==> src/rtl/seg_scan_controller.sv <==
// ============================================================================
// seg_scan_controller
// ----------------------------------------------------------------------------
// Time-multiplexed driver for a 4-digit, common-anode 7-segment display.
//
// Each digit gets a scan slot of DEAD_CYCLES all-dark cycles, which stop the
// previous digit from ghosting, followed by ON_CYCLES lit cycles. One frame
// is NUM_DIGITS slots. A single hex-to-7-segment decoder is shared by all
// digits through a nibble mux indexed by the digit being scanned.
//
// New values arrive over a valid/ready handshake into a shadow register.
// The shadow is copied to the display register only at a frame boundary,
// so a frame never mixes old and new digits. While scanning is disabled,
// a pending value is copied on the next cycle, because there is no frame
// to tear.
//
// Ports
//   clk         system clock, all logic on the rising edge
//   rst         synchronous, active-high reset
//   data_in     value to display, nibble [4i+3:4i] is digit i
//   load_valid  requester offers data_in
//   load_ready  controller can accept data_in (no value is pending)
//   blank_lz    blank leading zeros (digit 0 is always shown)
//   enable      1 = scan, 0 = display dark with the scanner parked
//   seg         segments a..g on seg[0]..seg[6], active-low, registered
//   an          digit anodes, an[i] drives digit i, active-low, registered
//   frame_tick  high during the last lit cycle of digit 3
// ============================================================================
module seg_scan_controller #(
    parameter int NUM_DIGITS  = 4,      // fixed at 4 in this revision
    parameter int ON_CYCLES   = 50000,  // lit cycles per digit slot, >= 1
    parameter int DEAD_CYCLES = 500     // dark cycles before each digit, >= 1
) (
    input  logic        clk,
    input  logic        rst,
    input  logic [15:0] data_in,
    input  logic        load_valid,
    output logic        load_ready,
    input  logic        blank_lz,
    input  logic        enable,
    output logic [6:0]  seg,
    output logic [3:0]  an,
    output logic        frame_tick
);

    // ------------------------------------------------------------------------
    // Constants
    // ------------------------------------------------------------------------
    localparam int MAX_CYCLES = (ON_CYCLES > DEAD_CYCLES) ? ON_CYCLES : DEAD_CYCLES;
    localparam int CNT_W      = (MAX_CYCLES > 1) ? $clog2(MAX_CYCLES) : 1;

    localparam logic [CNT_W-1:0] ON_LAST    = CNT_W'(ON_CYCLES - 1);
    localparam logic [CNT_W-1:0] DEAD_LAST  = CNT_W'(DEAD_CYCLES - 1);
    localparam logic [1:0]       LAST_DIGIT = 2'(NUM_DIGITS - 1);

    localparam logic [6:0] SEG_BLANK = 7'b1111111;
    localparam logic [3:0] AN_OFF    = 4'b1111;

    typedef enum logic {
        DEAD = 1'b0,
        ON   = 1'b1
    } state_t;

    // ------------------------------------------------------------------------
    // Hex to 7-segment decode, active-low, bit order gfedcba
    // ------------------------------------------------------------------------
    function automatic logic [6:0] hex7(input logic [3:0] nib);
        hex7 = SEG_BLANK;
        case (nib)
            4'h0: hex7 = 7'b1000000;
            4'h1: hex7 = 7'b1111001;
            4'h2: hex7 = 7'b0100100;
            4'h3: hex7 = 7'b0110000;
            4'h4: hex7 = 7'b0011001;
            4'h5: hex7 = 7'b0010010;
            4'h6: hex7 = 7'b0000010;
            4'h7: hex7 = 7'b1111000;
            4'h8: hex7 = 7'b0000000;
            4'h9: hex7 = 7'b0010000;
            4'hA: hex7 = 7'b0001000;
            4'hB: hex7 = 7'b0000011;
            4'hC: hex7 = 7'b1000110;
            4'hD: hex7 = 7'b0100001;
            4'hE: hex7 = 7'b0000110;
            4'hF: hex7 = 7'b0001110;
            default: hex7 = SEG_BLANK;
        endcase
    endfunction

    // ------------------------------------------------------------------------
    // State
    // ------------------------------------------------------------------------
    state_t           state, state_next;
    logic [1:0]       digit, digit_next;
    logic [CNT_W-1:0] cnt,   cnt_next;

    logic [15:0] display, display_next;
    logic [15:0] shadow,  shadow_next;
    logic        pending, pending_next;

    logic        commit;
    logic        xfer;

    logic [3:0]  nib_sel;
    logic [15:0] upper_digits;
    logic        blank_digit;
    logic [6:0]  glyph;
    logic        lit_next;
    logic [6:0]  seg_next;
    logic [3:0]  an_next;
    logic        tick_next;

    // ------------------------------------------------------------------------
    // Scan FSM: next state
    // ------------------------------------------------------------------------
    // NOTE: every signal driven here gets a default before any branch, so no
    // path can leave it unassigned and infer a latch.
    always_comb begin
        state_next = state;
        digit_next = digit;
        cnt_next   = cnt + 1'b1;

        if (!enable) begin
            // Parked so that re-enabling always starts a fresh frame.
            state_next = DEAD;
            digit_next = 2'd0;
            cnt_next   = '0;
        end else begin
            case (state)
                DEAD: begin
                    if (cnt == DEAD_LAST) begin
                        state_next = ON;
                        cnt_next   = '0;
                    end
                end
                ON: begin
                    if (cnt == ON_LAST) begin
                        state_next = DEAD;
                        // A 2-bit index wraps from 3 back to 0 by itself.
                        digit_next = digit + 2'd1;
                        cnt_next   = '0;
                    end
                end
                default: begin
                    state_next = DEAD;
                    digit_next = 2'd0;
                    cnt_next   = '0;
                end
            endcase
        end
    end

    // ------------------------------------------------------------------------
    // Load handshake and tear-free commit
    // ------------------------------------------------------------------------
    // frame_tick is the registered "last lit cycle of digit 3" flag, so a
    // commit lands on the edge that ends the frame. A value accepted on that
    // same edge was not pending yet, so it waits for the next boundary.
    always_comb begin
        commit       = pending && (frame_tick || !enable);
        xfer         = load_valid && load_ready;
        display_next = display;
        shadow_next  = shadow;
        pending_next = pending;

        if (commit) begin
            display_next = shadow;
            pending_next = 1'b0;
        end else if (xfer) begin
            shadow_next  = data_in;
            pending_next = 1'b1;
        end
    end

    // ------------------------------------------------------------------------
    // Output path: evaluated for the state being entered, so the registered
    // seg/an change on the same edge as the state and digit
    // ------------------------------------------------------------------------
    always_comb begin
        nib_sel      = display_next[{digit_next, 2'b00} +: 4];
        upper_digits = display_next >> {digit_next, 2'b00};
        // Digit i is a leading zero when it and every digit above it is zero.
        blank_digit  = blank_lz && (digit_next != 2'd0) && (upper_digits == 16'h0000);
        glyph        = hex7(nib_sel);

        lit_next  = (state_next == ON);
        seg_next  = (lit_next && !blank_digit) ? glyph : SEG_BLANK;
        an_next   = lit_next ? ~(4'b0001 << digit_next) : AN_OFF;
        tick_next = (state_next == ON) && (digit_next == LAST_DIGIT) && (cnt_next == ON_LAST);
    end

    // ------------------------------------------------------------------------
    // Registers
    // ------------------------------------------------------------------------
    // NOTE: sequential state uses non-blocking assignment so every register
    // samples the values from before this edge, independent of statement order.
    always_ff @(posedge clk) begin
        if (rst) begin
            state      <= DEAD;
            digit      <= 2'd0;
            cnt        <= '0;
            // NOTE: display and shadow are data registers, but they are reset
            // anyway because the display must show 0000 straight out of reset.
            display    <= 16'h0000;
            shadow     <= 16'h0000;
            pending    <= 1'b0;
            load_ready <= 1'b0;
            seg        <= SEG_BLANK;
            an         <= AN_OFF;
            frame_tick <= 1'b0;
        end else begin
            state      <= state_next;
            digit      <= digit_next;
            cnt        <= cnt_next;
            display    <= display_next;
            shadow     <= shadow_next;
            pending    <= pending_next;
            // Registered copy of !pending, held low during reset.
            load_ready <= !pending_next;
            seg        <= seg_next;
            an         <= an_next;
            frame_tick <= tick_next;
        end
    end

endmodule
==> config.mk <==
export PLATFORM = sky130hd
export DESIGN_NAME = seg_scan_controller
export DESIGN_NICKNAME = d
export VERILOG_FILES = /design/src/rtl/seg_scan_controller.sv
export SDC_FILE = /design/constraint.sdc
export NUM_CORES = 1
export LEC_CHECK = 0
export ABC_AREA = 1
export BUFFER_PORTS_ARGS = -buffer_cell sky130_fd_sc_hd__buf_4
export CAP_MARGIN = 20
export CORE_MARGIN = 1
export CORE_UTILIZATION = 45
export CTS_BUF_LIST = sky130_fd_sc_hd__clkbuf_8
export CTS_CLUSTER_SIZE = 16
export DETAILED_ROUTE_END_ITERATION = 12
export GPL_TIMING_DRIVEN = 0
export SLEW_MARGIN = 20
export SYNTH_ARGS = -nofsm -noshare
export SYNTH_HDL_FRONTEND = slang
export SYNTH_SLANG_ARGS = --single-unit
==> constraint.sdc <==
create_clock -name clk -period 2.7 [get_ports clk]
set_clock_uncertainty 0.05 [all_clocks]
set_input_delay 0.405 -clock clk [delete_from_list [all_inputs] [get_ports clk]]
set_output_delay 0.405 -clock clk [all_outputs]
set_load 0.02 [all_outputs]
==> results.yml <==
logic_synthesis:
  ys_types: 41
  yosysTopAreaCell: "dfxtp_1"
  ys_ff_latch: 65
  syn_inst: 459
  synth_flop_cell: "dfxtp_1"
  ys_seq_area_share_pct: 39.04
  syn_area_um2: 3333
  synth_common_cells: "95 x nand2_1, 81 x nor2_1, 65 x dfxtp_1"
  synth.net_count: 486
  synth.area.top_cells: "dfxtp_1 39%, nand2_1 11%, nor2_1 9.1%"
  yosysTopAreaCellShare_pct: 39.04
  synth_edf_count: 0
  async_reset_ff_share_pct: 0
  yosys.cell_count.top_type: "nand2_1"
  ys_warn_count: 0
  avgSynthCellArea_um2: 7.262
timing:
  tightest_slew_ps: 794.5
  fmax_mhz: 398.3
  slew_headroom_pct: 46.36
  min_period_over_period_pct: 92.98
  layout_min_cycle_time_ps: 2510
  final.setup.tns_ps: 0
  drv_slew: 0
  setup_viol: 0
  rsz0062_at_grt: "no"
  hold_violations: 0
drt:
  wl_per_cell_um: 12.32
  top_layer: "met4"
  first_pass_iters: 4
  vias_per_cell: 4.841
  met3_length_um: 300
  wl_met1_um: 3570
  drtIter0Drc: 125
  post-route-drc-count: 0
  antenna_left: 0
  wl_met2_um: 3481
  dr_total_vias: 2958
  routed_wl_um: 7528
worst_hold_path:
  hold_depth: 3
  hp-class: "in -> reg"
worst_setup_path:
  reg2reg_depth: 15
  arrival_ps: 2740
  critPathLaunchType: "register"
  path_class: "reg -> reg"
  crit_path_end_kind: "register"
  critPathRequiredTime_ps: 2930
  cp_max_fo: 10
layout:
  final_cells: 611
  area_growth_pct: 19.33
  fin_util_pct: 55.13
  antenna_cells: 0
  drive_gt1_share_pct: 21.88
  layout.nets: 536
grt:
  grt.total_usage_pct: 21.01
  grt_max_degree: 11
  grt_pass1_vias: 2623
  antenna_found_initial: 0
  grt_pass1_wl_um: 12360
  grt-ovfl-total: 0
power:
  p_leak_nw: 1.747
  powerDensity_nw_per_um2: 497.0
  vdd_drop_max_mv: 0.3733
clocking:
  path_clk_slew_ps: 70
  worstSkewPairLatency_ps: 340
  cts.sinks: 65
  cts_buffers: 9
  clock_path_buffers: 2
  cts_tree: "done"
  cts_hold_buffers: 0
  clockRootBuffer: "clkbuf_8"
  htree_levels: 3
die:
  initial_utilization_pct: 46.20
  dieHeight_um: 88.07
  die_w_um: 88.07
  num_rows: 31
  core_area_um2: 7214
  ios: 34
  die_area_um2: 7755
placement:
  hpwl_um: 5595
  dp.cells: 589
  gp_congestion: 0.9353
  io_buffers: 31
flow_run:
  max-cap-violations: 0
outcome:
  status: "completed"
## layout make-up
cell class / count / area, um^2
clock buffers: 11 / 151.4
well taps: 99 / 123.9
clock inverters: 3 / 17.52
repair buffers: 39 / 292.8
fillers: 711 / 3237
inverters: 52 / 197.7
flip-flops and latches: 65 / 1310
multi-input cells: 328 / 1788
plain buffers: 14 / 96.34
## power breakdown
part           internal (mW)  switching [mW]  leakage, nW  total [mW]
logic                 0.0980           0.148         1.13       0.246
registers              0.990          0.0165        0.531        1.01
clock network          0.370           0.356       0.0871       0.725
total                   1.46           0.520         1.75        1.98
## worst max-delay path, cell delays in order, from the launching register on
cell,delay [ps]
dfxtp_1,340
o21ai_4,280
buf_6,190
buf_6,170
mux2i_2,330
nand2_2,110
nand3_2,80
nand2_2,90
inv_2,100
ha_1,180
nand2_1,70
inv_1,70
nand2_2,70
nor2_4,100
nand3_4,110
nand3_1,100
## sequential cells by signal (all words and copies together), names as in the netlist
name	cells
display	16
frame_tick	1
cnt	16
load_ready	1
digit	2
seg	7
shadow	16
state	1
an	4
pending	1
## cells in the final DEF, fill, tap and decap left out, drive strengths merged, types with 2 or more instances in the layout
cell type / count
dfxtp: 65
nand4: 19
or2: 4
nand2: 108
clkbuf: 18
ha: 6
nand3b: 2
nor4: 3
clkinv: 4
nand3: 37
inv: 50
nor3: 9
mux2i: 4
xor2: 5
nor2: 88
buf: 46
a21oi: 7
o21ai: 27
o21a: 4
## layer usage
layer  global-route usage, %  vias up
met3                   4.524       11
met5                       0        -
met1                   27.47     1303
li1                        -     1569
met4                   9.238        0
met2                   33.40       75
## per-stage QoR
step	cell area, um^2	power (mW)	hold slack, ps	setup slack, ps
final	3978	1.977	260.0	189.6
after global routing	3978	2.083	279.7	18.24
after CTS	3876	1.990	252.2	1.328
after detailed placement	3690	1.264	400.5	-119.5
after global placement	3690	1.260	396.8	-69.28
after floorplan	3333	1.198	379.8	278.9
## cell families after synthesis
logic type	after synthesis	synth area share (%)
fa+ha+maj	6	2.252
xor+xnor	6	1.577
simple gates	271	39.98
mux	4	1.201
buf+inv	66	8.746
compound gates	41	7.207
flops	65	39.04
## final timing paths
kind	startpoint	to	slack (ps)
worst max-delay path	frame_tick	seg[6]	190
worst min-delay path	data_in[0]	shadow[0]	260
worst max register to register	frame_tick	seg[6]	190
worst min register to register	cnt[0]	cnt[0]	400
## repair_timing
item,in CTS,in global routing
setup buffers,0,8
pin swaps,1,4
gates resized for setup,3,14
endpoints found under the setup margin,7,7
No activity file was read; power rests on OpenSTA's default activity.
